`config.mk`:
```
export PLATFORM = sky130hd
export DESIGN_NAME = button_conditioner
export DESIGN_NICKNAME = d
export VERILOG_FILES = /design/src/rtl/button_conditioner.sv
export SDC_FILE = /design/constraint.sdc
export NUM_CORES = 1
export LEC_CHECK = 0
export ABC_AREA = 1
export CAP_MARGIN = 20
export CELL_PAD_IN_SITES_DETAIL_PLACEMENT = 1
export CELL_PAD_IN_SITES_GLOBAL_PLACEMENT = 1
export CORE_UTILIZATION = 38
export CTS_BUF_LIST = sky130_fd_sc_hd__clkbuf_8
export DETAILED_ROUTE_END_ITERATION = 7
export DONT_BUFFER_PORTS = 1
export PLACE_DENSITY_LB_ADDON = 0.1
export SETUP_SLACK_MARGIN = 0.5
export SLEW_MARGIN = 25
export SYNTH_ARGS = -nofsm -noshare
export SYNTH_HDL_FRONTEND = slang
export SYNTH_SLANG_ARGS = --single-unit
```
`constraint.sdc`:
```
create_clock -name CLK -period 5 [get_ports CLK]
set_input_delay 1 -clock CLK [delete_from_list [all_inputs] [get_ports CLK]]
set_output_delay 1 -clock CLK [all_outputs]
set_load 0.1 [all_outputs]
```
`src/rtl/button_conditioner.sv`:
```
// Two-channel pushbutton front end: 2-flop synchronizer, debounce FSM and registered one-shot.
// Define AUTO_REPEAT_EN to add auto-repeat pulses while a button stays held.
module button_conditioner #(
   parameter int unsigned DEBOUNCE_CYCLES = 1000000,
   parameter int unsigned REPEAT_DELAY    = 50000000,
   parameter int unsigned REPEAT_PERIOD   = 10000000
) (
   input  logic CLK,
   input  logic RST,
   input  logic BTN_X,
   input  logic BTN_Y,
   output logic X,
   output logic Y,
   output logic X_LVL,
   output logic Y_LVL
);

   localparam int unsigned DbW = $clog2(DEBOUNCE_CYCLES);
   localparam logic [DbW-1:0] DbLast = DbW'(DEBOUNCE_CYCLES - 1);

`ifdef AUTO_REPEAT_EN
   localparam int unsigned RepMax = (REPEAT_DELAY > REPEAT_PERIOD) ? REPEAT_DELAY : REPEAT_PERIOD;
   localparam int unsigned RepW = $clog2(RepMax);
   localparam logic [RepW-1:0] RepDelayLast  = RepW'(REPEAT_DELAY - 1);
   localparam logic [RepW-1:0] RepPeriodLast = RepW'(REPEAT_PERIOD - 1);
`endif

   if (DEBOUNCE_CYCLES < 2 || REPEAT_DELAY < 2 || REPEAT_PERIOD < 2) begin : gen_bad_param
      $error("button_conditioner: all cycle-count parameters must be >= 2");
   end

   typedef enum logic [1:0] {
      StIdle,
      StPressWait,
      StHeld,
      StReleaseWait
   } state_e;

   logic [1:0] btn;
   logic [1:0] pulse;
   logic [1:0] lvl;

   assign btn = {BTN_Y, BTN_X};

   for (genvar i = 0; i < 2; i++) begin : gen_chan
      logic           s1_q, s2_q;
      state_e         state_q, state_d;
      logic [DbW-1:0] cnt_q, cnt_d;
      logic           pulse_q, pulse_d;
      logic           lvl_q, lvl_d;
`ifdef AUTO_REPEAT_EN
      logic [RepW-1:0] rep_cnt_q, rep_cnt_d;
      logic            rep_first_q, rep_first_d;
`endif

      always_comb begin
         state_d = state_q;
         cnt_d   = cnt_q;
         pulse_d = 1'b0;
         unique case (state_q)
            StIdle: begin
               if (s2_q) state_d = StPressWait;
            end
            StPressWait: begin
               if (!s2_q) begin
                  state_d = StIdle;
               end else if (cnt_q == DbLast) begin
                  state_d = StHeld;
                  pulse_d = 1'b1;
               end else begin
                  cnt_d = cnt_q + DbW'(1);
               end
            end
            StHeld: begin
               if (!s2_q) state_d = StReleaseWait;
            end
            StReleaseWait: begin
               if (s2_q) begin
                  state_d = StHeld;
               end else if (cnt_q == DbLast) begin
                  state_d = StIdle;
               end else begin
                  cnt_d = cnt_q + DbW'(1);
               end
            end
            default: state_d = StIdle;
         endcase
         if (state_d != state_q) cnt_d = '0;
         lvl_d = (state_d == StHeld) || (state_d == StReleaseWait);
`ifdef AUTO_REPEAT_EN
         rep_cnt_d   = rep_cnt_q;
         rep_first_d = rep_first_q;
         // Any cycle that is not a HELD->HELD stay (re)arms the initial delay.
         if (state_q != StHeld || state_d != StHeld) begin
            rep_cnt_d   = '0;
            rep_first_d = 1'b1;
         end else if (rep_cnt_q == (rep_first_q ? RepDelayLast : RepPeriodLast)) begin
            rep_cnt_d   = '0;
            rep_first_d = 1'b0;
            pulse_d     = 1'b1;
         end else begin
            rep_cnt_d = rep_cnt_q + RepW'(1);
         end
`endif
      end

      always_ff @(posedge CLK) begin
         if (RST) begin
            s1_q        <= 1'b0;
            s2_q        <= 1'b0;
            state_q     <= StIdle;
            cnt_q       <= '0;
            pulse_q     <= 1'b0;
            lvl_q       <= 1'b0;
`ifdef AUTO_REPEAT_EN
            rep_cnt_q   <= '0;
            rep_first_q <= 1'b1;
`endif
         end else begin
            s1_q        <= btn[i];
            s2_q        <= s1_q;
            state_q     <= state_d;
            cnt_q       <= cnt_d;
            pulse_q     <= pulse_d;
            lvl_q       <= lvl_d;
`ifdef AUTO_REPEAT_EN
            rep_cnt_q   <= rep_cnt_d;
            rep_first_q <= rep_first_d;
`endif
         end
      end

      assign pulse[i] = pulse_q;
      assign lvl[i]   = lvl_q;
   end

   assign X     = pulse[0];
   assign Y     = pulse[1];
   assign X_LVL = lvl[0];
   assign Y_LVL = lvl[1];

endmodule

```
==> results_dict.tcl <==
set metrics [dict create \
    postSynthCellCount 476 \
    core_um2 7730 \
    cp_data_required_time_ns 5.23 \
    leakagePower_nw 1.06 \
    placed_cells 564 \
    area_delta_synth_final_pct 3.79 \
    num_vias 2851 \
    cp_slowest_cell "dfxtp_1" \
    hold_buffers 0 \
    final_antenna_net_count 0 \
    fin_tns_setup_ns 0 \
    die_w_um 91.5 \
    clock-sinks 51 \
    crit_path_end_kind "flip-flop" \
    layout_common_cells "nand2_1 (177), nor2_1 (64), dfxtp_1 (51), inv_1 (39), nand3_1 (35)" \
    crit_top_cell "nand2_1" \
    place_hpwl_um 5710 \
    nFillCells 1072 \
    grt_pass1_vias 2665 \
    cts.clk_slew.worst_paths_ns 0.11 \
    n_antenna_cell 0 \
    synth_top_area_share 0.336 \
    grt_start_max_net_pins 24 \
    grt_usage 0.195 \
    layout_commonest_cell "nand2_1" \
    final_hold_viol_count 0 \
    route.detailed.wl_per_inst_um 13.5 \
    via_per_inst 4.98 \
    final_cells 572 \
    worstMarginPinSlew_ns 1.04 \
    clkLatencyLatePin_ns 0.31 \
    critPathKind "reg2reg" \
    setup_viol 0 \
    yosysTopAreaCell "dfxtp_1" \
    synth_nets 482 \
    crit_chain "xnor2_1, nor2_1, nand2_1, nand2_1, nand2_1, a21oi_1" \
    syn-cell-area_um2 3040 \
    start_kind "flip-flop" \
    cts-root-buf "clkbuf_8" \
    cp.depth 6 \
    cts_tree "built" \
    min_path_cells 2 \
    min_period_ns 2.93 \
    die_h_um 91.5 \
    cts_resized 0 \
    synth_area_leaders "dfxtp_1 (34%), nand2_1 (22%), nor2_1 (7.9%), nand3_1 (5.8%), inv_1 (4.8%)" \
    io_pins 8 \
    crit_path_max_incr_delay_ns 1.02 \
    ir_drop_mv 0.124 \
    grt_pass1_wl_um 13000 \
    ys_ff_latch 51 \
    status "finished clean" \
    firstDrtPassIters 4 \
    crit_fanout 21 \
    fin_crit_sh 0.587 \
    drive_gt1_frac 0.0596 \
    slew_headroom 0.306 \
    cp_data_arrival_time_ns 3.17 \
    cap_violations 0 \
    p_per_area_nw_per_um2 217 \
    worstRegToRegCells 6 \
    clk_path_buf_depth 2 \
    dieArea_um2 8360 \
    rows 32 \
    drc 0 \
    drtIter0Drc 126 \
    timing.fmax_mhz 341 \
    synth.distinct_cells 25 \
    crit_family "simple AND/OR/NAND/NOR gates" \
    finalWirelength_um 7710 \
    place.gp.congestion 0.781 \
    finClkSkew_ns 0.00715 \
    rsz0062_at_grt "no" \
    htreeDepth 2 \
    post-cts-setup-buffers 0 \
    start_util 0.393 \
    slew_viol_final 0 \
    yosysSeqAreaShare 0.336 \
    syn_area_per_cell_um2 6.39 \
    antenna_found_initial 0 \
    finalNetCount 475 \
    grt-ovfl-total 0 \
    cts_made_buffers 5 \
    cp.buffers_inverters 0 \
    min_path_type "reg2reg" \
    port_buffers 0 \
    ys_warn_count 0 \
]
[state kept, by name, indices dropped and copies added (netlist names)]
| register | count |
|---|---|
| gen_chan.s1_q | 2 |
| X_LVL | 1 |
| gen_chan.cnt_q | 40 |
| gen_chan.state_q | 4 |
| gen_chan.s2_q | 2 |
| Y | 1 |
| X | 1 |
[routing by layer]
layer | vias to the layer above | GRT usage | wire length [um]
met5 | - | 0 | 0
met3 | 6 | 0.0260 | 242
met4 | 0 | 0.0569 | 102
li1 | 1478 | - | -
met1 | 1336 | 0.285 | 4080
met2 | 31 | 0.297 | 3290
[layout make-up]
class                   instances  area (um^2)  share of cell area
repair buffers                  1         7.51             0.00238
inverters                      40          150              0.0476
clock buffers                   5         68.8              0.0218
flip-flops and latches         51         1020               0.324
well taps                     102          128              0.0404
clock inverters                 3         23.8             0.00753
multi-input cells             370         1760               0.557
[path summary, 6_finish.rpt]
path / startpoint / end / slack, ns
worst max-delay path: gen_chan[1].state_q[1]$_SDFF_PP0_ / gen_chan[1].cnt_q[8]$_SDFFE_PP0P_ / 2.07
worst min-delay path: gen_chan[1].s1_q$_SDFF_PP0_ / gen_chan[1].s2_q$_SDFF_PP0_ / 0.41
worst max register to register: gen_chan[1].state_q[1]$_SDFF_PP0_ / gen_chan[1].cnt_q[8]$_SDFFE_PP0P_ / 2.07
worst min register to register: gen_chan[1].s1_q$_SDFF_PP0_ / gen_chan[1].s2_q$_SDFF_PP0_ / 0.41
[synth_stat cells (all sizes together)]
cell	count
nand2	181
nor2	66
dfxtp	51
inv	40
a21oi	37
nand3	37
buf	15
xnor2	14
nand4	9
xor2	9
o21ai	8
and2	3
nand3b	3
ha	2
nor3	1
[power by group]
part | internal (mW) | leakage [nW] | switching [mW] | total (mW)
clock network | 0.101 | 0.0408 | 0.156 | 0.257
registers | 0.408 | 0.412 | 0.000941 | 0.409
logic | 0.00308 | 0.610 | 0.0146 | 0.0176
total | 0.512 | 1.06 | 0.172 | 0.684
[worst min-delay path, cell delays in order (launching register included)]
cell and delay (ns):
dfxtp_1 0.31, inv_1 0.04, nor2_1 0.03
[kinds of logic (layout without fill, tap and decap cells)]
kind of cell | count (synthesis) | after routing | share of synthesized area
simple gates | 300 | 300 | 0.417
buf+inv | 55 | 49 | 0.0864
flops | 51 | 51 | 0.336
compound gates | 45 | 45 | 0.0864
xor+xnor | 23 | 23 | 0.0663
fa+ha+maj | 2 | 2 | 0.00823
[metrics by stage]
step,util,worst slack (ns),total power [mW],instance area [um^2],hold WS [ns]
floorplan,-,3.03,0.434,3040,0.388
global placement,0.396,2.13,0.436,3060,0.393
detailed placement,0.396,2.03,0.436,3060,0.399
CTS,0.408,1.97,0.694,3160,0.415
global route,0.408,1.72,0.710,3160,0.440
finish,0.408,2.07,0.684,3160,0.412
Power figures use the tool's default switching activity.
